`config.mk`:
```
export PLATFORM = sky130hd
export DESIGN_NAME = led_breath_scheduler_flat
export DESIGN_NICKNAME = d
export VERILOG_FILES = /design/src/rtl/led_breath_scheduler_if.sv /design/src/rtl/led_breath_scheduler.sv /design/src/flat_wrapper.sv
export SDC_FILE = /design/constraint.sdc
export NUM_CORES = 1
export LEC_CHECK = 0
export ABC_AREA = 1
export ABC_CLOCK_PERIOD_IN_PS = 1770
export CELL_PAD_IN_SITES_DETAIL_PLACEMENT = 0
export CELL_PAD_IN_SITES_GLOBAL_PLACEMENT = 2
export CORE_ASPECT_RATIO = 1.1
export CORE_MARGIN = 8
export CORE_UTILIZATION = 32
export DETAILED_ROUTE_END_ITERATION = 10
export PLACE_DENSITY_LB_ADDON = 0.05
export SETUP_SLACK_MARGIN = 0.4
export SLEW_MARGIN = 20
export SYNTH_ARGS = -nofsm -noshare
export SYNTH_HDL_FRONTEND = slang
export SYNTH_SLANG_ARGS = --single-unit
```
`constraint.sdc`:
```
create_clock -name clkI -period 1.77 [get_ports clkI]
set_input_delay 0.354 -clock clkI [delete_from_list [all_inputs] [get_ports clkI]]
set_output_delay 0.354 -clock clkI [all_outputs]
set_load 0.01 [all_outputs]
```
`src/rtl/led_breath_scheduler_if.sv`:
```
// Control/status bundle for led_breath_scheduler: mode writes, realign pulse,
// per-channel LED drive and the brightness-step tick.
interface led_breath_scheduler_if #(
   parameter int N = 4
);
   logic         weI;
   logic [1:0]   chI;
   logic [1:0]   modeI;
   logic         syncI;
   logic [N-1:0] ledO;
   logic         tickO;

   modport master (output weI, chI, modeI, syncI, input ledO, tickO);
   modport slave  (input weI, chI, modeI, syncI, output ledO, tickO);
endinterface

```
`src/rtl/led_breath_scheduler.sv`:
```
// Multi-channel LED scheduler: OFF/ON/BREATH/BLINK per channel over a shared
// 11-bit PWM counter, with a prescaled brightness step and a realign pulse.
module led_breath_scheduler #(
   parameter int N      = 4,
   parameter int DIV    = 5859,
   parameter int SPREAD = 512
) (
   input logic                   clkI,
   input logic                   rstI,
   led_breath_scheduler_if.slave bus
);
   localparam logic [1:0]  MODE_OFF    = 2'd0;
   localparam logic [1:0]  MODE_ON     = 2'd1;
   localparam logic [1:0]  MODE_BREATH = 2'd2;
   localparam logic [1:0]  MODE_BLINK  = 2'd3;
   localparam logic [15:0] PRESC_MAX   = 16'(DIV - 1);

   logic [10:0]  pwm_q, pwm_d;
   logic [15:0]  presc_q, presc_d;
   logic [1:0]   mode_q  [N];
   logic [1:0]   mode_d  [N];
   logic [10:0]  level_q [N];
   logic [10:0]  level_d [N];
   logic         dir_q   [N];
   logic         dir_d   [N];
   logic [N-1:0] led_q, led_d;
   logic         tick;

   function automatic logic [10:0] phase(input int unsigned ch);
      phase = 11'((ch * SPREAD) % 2048);
   endfunction

   always_comb begin
      tick    = (presc_q == PRESC_MAX);
      pwm_d   = bus.syncI ? '0 : pwm_q + 11'd1;
      presc_d = (bus.syncI || tick) ? '0 : presc_q + 16'd1;
      led_d   = '0;
      for (int unsigned i = 0; i < N; i++) begin
         mode_d[i]  = mode_q[i];
         level_d[i] = level_q[i];
         dir_d[i]   = dir_q[i];

         case (mode_q[i])
            MODE_OFF:    led_d[i] = 1'b0;
            MODE_ON:     led_d[i] = 1'b1;
            MODE_BREATH: led_d[i] = (level_q[i] > pwm_q);
            default:     led_d[i] = level_q[i][10];
         endcase

         // A write to this channel pre-empts its tick step, even when the mode is unchanged.
         if (bus.weI && bus.chI == 2'(i)) begin
            if (bus.modeI != mode_q[i]) begin
               mode_d[i]  = bus.modeI;
               level_d[i] = bus.modeI[1] ? phase(i) : '0;
               dir_d[i]   = 1'b1;
            end
         end else if (tick && mode_q[i] == MODE_BREATH) begin
            if (dir_q[i]) begin
               if (level_q[i] == '1) begin
                  level_d[i] = 11'd2046;
                  dir_d[i]   = 1'b0;
               end else begin
                  level_d[i] = level_q[i] + 11'd1;
               end
            end else if (level_q[i] == '0) begin
               level_d[i] = 11'd1;
               dir_d[i]   = 1'b1;
            end else begin
               level_d[i] = level_q[i] - 11'd1;
            end
         end else if (tick && mode_q[i] == MODE_BLINK) begin
            level_d[i] = level_q[i] + 11'd1;
         end

         // Realign sees the freshly written mode, so write+sync lands on the phase value.
         if (bus.syncI && mode_d[i][1]) begin
            level_d[i] = phase(i);
            dir_d[i]   = 1'b1;
         end
      end
   end

   always_ff @(posedge clkI) begin
      if (rstI) begin
         pwm_q   <= '0;
         presc_q <= '0;
         led_q   <= '0;
         for (int unsigned i = 0; i < N; i++) begin
            mode_q[i]  <= MODE_OFF;
            level_q[i] <= '0;
            dir_q[i]   <= 1'b1;
         end
      end else begin
         pwm_q   <= pwm_d;
         presc_q <= presc_d;
         led_q   <= led_d;
         for (int unsigned i = 0; i < N; i++) begin
            mode_q[i]  <= mode_d[i];
            level_q[i] <= level_d[i];
            dir_q[i]   <= dir_d[i];
         end
      end
   end

   assign bus.ledO  = led_q;
   assign bus.tickO = tick;
endmodule

```
`src/flat_wrapper.sv`:
```
// flat-port wrapper written by rule: the top's interface ports become plain ports
module led_breath_scheduler_flat 
#(
   parameter int N      = 4,
   parameter int DIV    = 5859,
   parameter int SPREAD = 512
)
  (clkI, rstI, bus_weI, bus_chI, bus_modeI, bus_syncI, bus_ledO, bus_tickO);
  led_breath_scheduler_if #(.N(N)) bus_i ();
  input logic clkI;
  input logic rstI;
  input wire logic [$bits(bus_i.weI)-1:0] bus_weI;
  input wire logic [$bits(bus_i.chI)-1:0] bus_chI;
  input wire logic [$bits(bus_i.modeI)-1:0] bus_modeI;
  input wire logic [$bits(bus_i.syncI)-1:0] bus_syncI;
  output wire logic [$bits(bus_i.ledO)-1:0] bus_ledO;
  output wire logic [$bits(bus_i.tickO)-1:0] bus_tickO;
  assign bus_i.weI = bus_weI;
  assign bus_i.chI = bus_chI;
  assign bus_i.modeI = bus_modeI;
  assign bus_i.syncI = bus_syncI;
  assign bus_ledO = bus_i.ledO;
  assign bus_tickO = bus_i.tickO;
  led_breath_scheduler #(.N(N), .DIV(DIV), .SPREAD(SPREAD)) u_core (.clkI(clkI), .rstI(rstI), .bus(bus_i));
endmodule
```
==> results of run 1 <==
-- kinds of logic (layout without fill, tap and decap cells) --
logic type | Yosys count | count (layout) | synth area share
simple gates | 478 | 478 | 0.311
compound gates | 205 | 205 | 0.170
buf+inv | 149 | 405 | 0.0854
flops | 87 | 87 | 0.259
xor+xnor | 56 | 56 | 0.0728
fa+ha+maj | 55 | 55 | 0.102
-- how the worst min path moves through the flow --
stage / slack [ps] / endpoint / start
3_3_place_gp: 460 / u_core.presc_q[10] / u_core.presc_q[10]
4_1_cts: 490 / u_core.presc_q[10] / u_core.presc_q[10]
3_5_place_dp: 480 / u_core.presc_q[10] / u_core.presc_q[10]
5_1_grt: 500 / u_core.mode_q[0][6] / bus_chI[1]
6_report: 470 / u_core.mode_q[0][6] / bus_chI[1]
2_1_floorplan: 410 / u_core.presc_q[0] / u_core.presc_q[0]
-- metal layers --
metal | vias to the layer above | GRT usage | routed length, um
met3 | 17 | 0.0187 | 395
met1 | 3455 | 0.232 | 11100
met2 | 64 | 0.323 | 11800
met5 | - | 0 | 0
met4 | 0 | 0.0546 | 321
li1 | 3928 | - | -
-- tightest hold or removal path, delay by kind of cell --
kind          cells  cell delay, ps
buf+inv           1             180
simple gates      3             260
-- flip-flops by register name, summed over array words and instances, names as in the netlist --
signal	flops
u_core.level_q	44
u_core.presc_q	16
u_core.pwm_q	11
u_core.mode_q	8
u_core.bus.ledO	4
u_core.dir_q	4
-- layout by cell type (no fill, tap or decap), types with 13 or more instances in the layout --
master / n
a21oi_1: 69
a21oi_2: 27
buf_4: 195
buf_6: 40
dfxtp_1: 53
dfxtp_2: 28
ha_1: 27
ha_4: 28
inv_1: 96
inv_2: 20
nand2_1: 180
nand2_2: 33
nand3_1: 53
nand4_1: 18
nor2_1: 90
nor2_2: 15
nor2_4: 23
nor3_1: 13
o211ai_1: 23
o21ai_0: 30
o21ai_1: 22
o21ai_2: 13
xor2_1: 45
-- timing repair --
action / CTS / global route
pin swaps: 74 / 86
endpoints found under the setup margin: 79 / 79
buffers inserted: 23 / 23
cloned: 1 / 0
gates resized for setup: 206 / 128
-- power by group --
group          internal (uW)  switching (uW)  total, uW
registers               1970            32.2       2010
logic                    246             298        544
clock network           1100             932       2030
total                   3320            1260       4580
-- area by class of cell --
cell class                      count  area, sq um  share of cell area
Timing Repair inverter              1         16.3             0.00151
Tap cell                          256          320              0.0298
Clock buffer                        9          225              0.0210
Timing Repair Buffer              255         2210               0.205
Inverter                          133          559              0.0521
Sequential cell                    87         1800               0.168
Multi-Input combinational cell    794         5540               0.516
Clock inverter                      7         72.6             0.00676
-- through the flow --
stage | setup slack [ps] | util | instances | area, sq um | power (uW)
floorplan | 135 | - | 1030 | 6920 | 2280
global placement | -290 | 0.428 | 1479 | 8840 | 2500
detailed placement | -327 | 0.428 | 1479 | 8840 | 2500
CTS | -192 | 0.488 | 1519 | 10100 | 4600
global route | -326 | 0.520 | 1542 | 10700 | 4780
finish | -222 | 0.520 | 1542 | 10700 | 4580
==> metrics.md, run 1 <==
| Metric | Value |
|---|---|
| Start of the worst register-to-register path | `u_core.presc_q[0]` |
| DRC errors left | `0` |
| Core area | `20,600 sq um` |
| WS Path Type | `reg -> reg` |
| Type of the most critical hold path | `in -> reg` |
| Initial antenna violation count | `0` |
| Max H-tree Level | `3` |
| CTS tree | `yes` |
| Violated checks | `setup timing` |
| Netlist cell types | `43` |
| CP most frequent cell | `inv_2` |
| Final nets | `1,344` |
| Most frequent cells after synthesis | `nand2_1, inv_1, nor2_1` |
| Pwr Density | `427 nW/um^2` |
| Peak supply drop | `446 uV` |
| Leak pwr | `0.00482 uW` |
| Worst-path maximum fanout | `5` |
| Clock root buffer | `clkbuf_16` |
| Wirelength per Cell | `15.3 um` |
| Drt total wl | `23.7 mm` |
| Die area | `26,000 sq um` |
| Final hold vios | `0` |
| Syn. warnings | `0` |
| Layout Skew | `11.0 ps` |
| Clk slew on worst S/H paths | `70 ps` |
| Post-route setup slack | `-222 ps` |
| Outcome | `complete, but fails checks` |
| Hold Buf Count CTS | `0` |
| Share of layout cells above drive strength 1 | `0.411` |
| First-pass GRT wire length | `38.2 mm` |
| Largest net degree at the start of global routing | `16` |
| Critical-path top delay cell | `dfxtp_2` |
| Initial Utilization | `0.326` |
| Fill count | `2,024` |
| Antenna-violating nets left | `0` |
| Die Span Y | `168 um` |
| Delay of the slowest cell on the worst path | `330 ps` |
| # diodes | `0` |
| CP required | `2060 ps` |
| Vias in the first global route | `7,485` |
| RD Place Congestion | `0.775` |
| Ranking of synthesized cells by area | `dfxtp_1, nand2_1, ha_1, a21oi_1, inv_1` |
| Die width | `154 um` |
| Hold Path Depth | `4` |
| Yosys top cell by area | `dfxtp_1` |
| Synth Flop Type | `dfxtp_1` |
| RSZ-0062 raised after global routing | `true` |
| Fmax | `502 MHz` |
| Cells after Synth | `1,030` |
| Max clock buf depth | `2` |
| Worst skew pair latency | `360 ps` |
| Bufs and invs on worst path | `7` |
| RR Endpoint | `u_core.level_q[0][7]` |
| Worst-path cell chain | `inv_2 -> ha_4 -> inv_2 -> nor2_2 -> nand2_2 -> nor2_4 -> nand2_4 -> buf_12 -> nor2_4 -> buf_4 -> buf_4 -> buf_6 -> inv_2 -> a21oi_2 -> nand3_1 -> a21oi_1` |
| Seq cells post-synth | `87` |
| R2R Setup Slk | `-220 ps` |
| R2R depth | `16` |
| Register area share after synthesis | `0.259` |
| Gr usage total | `0.184` |
| Most frequent cell after synthesis | `nand2_1` |
| Post-synth EDFFs | `0` |
| First-pass iteration count of the detailed router | `4` |
| Critical path's top delay family | `simple AND/OR/NAND/NOR gates` |
| Avg Vias per Cell | `4.84` |
| Max transition margin | `0.713` |
| Slew @ Worst Pin | `429 ps` |
| Area grow syn2layout | `59.4%` |
| Total negative slack | `-7070 ps` |
| Total number of vias | `7,464` |
| Initial DRC Count | `307` |
| Total congestion overflow | `0` |
| Critical path endpoint category | `flop` |
| # port buffers | `12` |
| Critical path arrival | `2290 ps` |
| Io pins | `13` |
| Number of buffers created by CTS | `9` |
| Synth async-reset ratio | `0` |
| # setup viols final | `63` |
| Rows | `55` |
| HPWL after DPL | `17.7 mm` |
| Critical path launch point | `u_core.presc_q[0]` |
| Crit path launch type | `flop` |
| Yosys top cell area share | `0.259` |
| Hold WS | `472 ps` |
| Synthesized area | `6740 sq um` |
| Final min period | `1990 ps` |
| Syn Nets | `1,093` |
| Mapped Avg Cell Area | `6.54 sq um` |
| Setup crit end | `u_core.level_q[0][7]` |
| Clock net sink count | `87` |
| Pins Over Slew Limit | `0` |
| Post-route clock period utilization | `1.13` |
| Max Cap Viol | `0` |
| CP Depth | `16` |
(Power assumes the default switching activity.)
==> inputs of run 2 (changes only) <==
--- a/config.mk
+++ b/config.mk
@@ -13,6 +13,8 @@
 export CORE_MARGIN = 8
 export CORE_UTILIZATION = 32
 export DETAILED_ROUTE_END_ITERATION = 10
+export GPL_TIMING_DRIVEN = 0
+export MAX_ROUTING_LAYER = met4
 export PLACE_DENSITY_LB_ADDON = 0.05
 export SETUP_SLACK_MARGIN = 0.4
 export SLEW_MARGIN = 20
==> run 2 against run 1 <==
Against the previous run: the run still ends with setup timing left; cell area down 8.7%; setup slack better by 92 ps; wire length down 2.9%; non-clock buffer count down 161; utilization down 4.5 points; worst hold slack worse by 77 ps; clock skew about the same; first-iteration DRC count up 11%; total power up 6.9%; sequential power about the same.
==> metrics.md, run 2 (synthesis results as in run 1) <==
| Metric | Value |
|---|---|
| Outcome | `complete, but fails checks (unchanged)` |
| Violated checks | `setup timing (unchanged)` |
| Critical-path top delay cell | `dfxtp_2 (unchanged)` |
| Max transition margin | `0.662 (was 0.713)` |
| # setup viols final | `45 (was 63)` |
| Initial Utilization | `0.326 (unchanged)` |
| Share of layout cells above drive strength 1 | `0.377 (was 0.411)` |
| R2R depth | `14 (was 16)` |
| Clk pwr share | `0.495 (was 0.443)` |
| Die area | `26,000 sq um (unchanged)` |
| Type of the most critical hold path | `in -> reg (unchanged)` |
| CP required | `1420 ps (was 2060 ps)` |
| Clock root buffer | `clkbuf_16 (unchanged)` |
| Pre-CTS setup slack | `-706 ps (was -327 ps)` |
| Total number of vias | `7,051 (was 7,464)` |
| CTS tree | `yes (unchanged)` |
| RSZ-0062 raised after global routing | `true (unchanged)` |
| Core area | `20,600 sq um (unchanged)` |
| First-pass iteration count of the detailed router | `5 (was 4)` |
| Die Span Y | `168 um (unchanged)` |
| Drt total wl | `23.0 mm (was 23.7 mm)` |
| Critical path arrival | `1550 ps (was 2290 ps)` |
| Switch Pwr | `1220 uW (was 1260 uW)` |
| Initial antenna violation count | `0 (unchanged)` |
| Worst-path cell chain | `inv_2 -> ha_4 -> buf_4 -> nand3_4 -> nor2_4 -> nand2_4 -> buf_12 -> inv_8 -> buf_6 (was inv_2 -> ha_4 -> inv_2 -> nor2_2 -> nand2_2 -> nor2_4 -> nand2_4 -> buf_12 -> nor2_4 -> buf_4 -> buf_4 -> buf_6 -> inv_2 -> a21oi_2 -> nand3_1 -> a21oi_1)` |
| WS Path Type | `reg -> out (was reg -> reg)` |
| DRC errors left | `0 (unchanged)` |
| Seq pwr share | `0.410 (was 0.438)` |
| Critical path endpoint category | `primary output (was flop)` |
| Vias in the first global route | `6,970 (was 7,485)` |
| Biggest register | `u_core.level_q (unchanged)` |
| Fmax | `526 MHz (was 502 MHz)` |
| Overall Power | `4900 uW (was 4580 uW)` |
| Biggest regs | `u_core.level_q x44, u_core.presc_q x16, u_core.pwm_q x11 (unchanged)` |
| Pwr Density | `499 nW/um^2 (was 427 nW/um^2)` |
| Max reg flops | `44 (unchanged)` |
| Post-route setup slack | `-130 ps (was -222 ps)` |
| Leading cell types in the layout, fill and taps excluded | `nand2_1, inv_1, nor2_1 (was buf_4, nand2_1, inv_1)` |
| RD Place Congestion | `0.810 (was 0.775)` |
| Number of buffers created by CTS | `9 (unchanged)` |
| Max Cap Viol | `0 (unchanged)` |
| Initial DRC Count | `340 (was 307)` |
| Crit path launch type | `flop (unchanged)` |
| Switching portion of total power | `0.250 (was 0.275)` |
| HPWL after DPL | `16.0 mm (was 17.7 mm)` |
| Final core occ | `0.475 (was 0.520)` |
| # diodes | `0 (unchanged)` |
| Final nets | `1,183 (was 1,344)` |
| Slew @ Worst Pin | `507 ps (was 429 ps)` |
| Most common cell after layout, fill and taps aside | `nand2_1 (was buf_4)` |
| Combinational power share | `0.095 (was 0.119)` |
| Hold Path Depth | `3 (was 4)` |
| Layout Skew | `11.1 ps (was 11.0 ps)` |
| Leak pwr | `0.00409 uW (was 0.00482 uW)` |
| Io pins | `13 (unchanged)` |
| Hold Buf Count CTS | `0 (unchanged)` |
| Clk slew on worst S/H paths | `70 ps (about the same)` |
| Antenna-violating nets left | `0 (unchanged)` |
| Largest net degree at the start of global routing | `15 (was 16)` |
| Wirelength per Cell | `16.6 um (was 15.3 um)` |
| Final hold vios | `0 (unchanged)` |
| Rows | `55 (unchanged)` |
| Post-route clock period utilization | `1.07 (was 1.13)` |
| Area grow syn2layout | `45.6% (was 59.4%)` |
| Final min period | `1900 ps (was 1990 ps)` |
| Max clock buf depth | `2 (unchanged)` |
| Pins Over Slew Limit | `0 (unchanged)` |
| Gr usage total | `0.184 (about the same)` |
| Max H-tree Level | `3 (unchanged)` |
| Peak supply drop | `515 uV (was 446 uV)` |
| Clock net sink count | `87 (unchanged)` |
| Total congestion overflow | `0 (unchanged)` |
| # port buffers | `10 (was 12)` |
| Avg Vias per Cell | `5.11 (was 4.84)` |
| Worst skew pair latency | `350 ps (was 360 ps)` |
| Die width | `154 um (unchanged)` |
| Delay of the slowest cell on the worst path | `330 ps (about the same)` |
| Worst-path maximum fanout | `3 (was 5)` |
| P_int | `3680 uW (was 3320 uW)` |
| First-pass GRT wire length | `37.0 mm (was 38.2 mm)` |
==> run 2: cell count changes in the layout (fill, tap and decap cells not counted), moves of 7 or more <==
| cell | delta |
|---|---|
| nor2_1 | -9 |
| dfxtp_1 | -17 |
| inv_1 | -10 |
| inv_2 | +7 |
| buf_4 | -152 |
| ha_4 | +9 |
| buf_6 | -21 |
| dfxtp_2 | +15 |
| nand2_1 | -8 |
| ha_1 | -12 |
==> run 2: layout make-up <==
class                      count  area [sq um]
fill                        2084         10800
multi-input combinational    794          5780
sequential                    87          1830
timing repair buffer          78           793
inverter                     133           592
tap                          256           320
clock buffer                  10           229
clock inverter                 6           133
buffer                        16           128
timing repair inverter         1          8.76
==> run 2: power groups by stage <==
stage / Combinational, uW / Sequential (uW) / Clock, uW
floorplan: 230 / 2050 / 0
global placement: 339 / 2060 / 0
detailed placement: 338 / 2060 / 0
CTS: 425 / 2010 / 2500
global route: 513 / 2010 / 2580
finish: 464 / 2010 / 2430
==> run 2: final timing paths <==
| kind | startpoint | to | slack [ps] |
|---|---|---|---|
| min reg2reg | u_core.presc_q[7] | u_core.presc_q[7] | 480 |
| max reg2reg | u_core.presc_q[0] | u_core.level_q[0][9] | -110 |
| min | bus_modeI[0] | u_core.mode_q[0][6] | 390 |
| max | u_core.presc_q[0] | bus_tickO | -130 |
==> run 2: critical path: cells and delay by family (launching register included) <==
family / cells / cell delay [ps]
buf+inv: 5 / 450
fa+ha+maj: 1 / 130
flops: 1 / 330
simple gates: 3 / 280
==> run 2: routing by layer <==
metal  up-vias  track usage  part of all wire
li1       3606            -                 -
met5         -            -                 0
met1      3355        0.231              0.48
met4         0       0.0516             0.014
met3        23       0.0192             0.017
met2        67        0.307              0.49
==> run 2: stage by stage <==
stage / hold slack [ps] / area, sq um / TNS, ps / instances
2_1_floorplan: 410 / 6920 / 0 / 1030
3_3_place_gp: 428 / 7340 / -34140 / 1296
4_1_cts: 384 / 9160 / -5180 / 1363
5_1_grt: 410 / 9810 / -9130 / 1381
6_report: 395 / 9810 / -2340 / 1381
3_5_place_dp: 431 / 7340 / -33290 / 1296
==> run 2: timing repair <==
item / CTS / global route
cloned: 4 / 0
setup endpoints to repair: 84 / 75
gates resized for setup: 270 / 139
buffers inserted: 47 / 18
pin swaps: 73 / 74
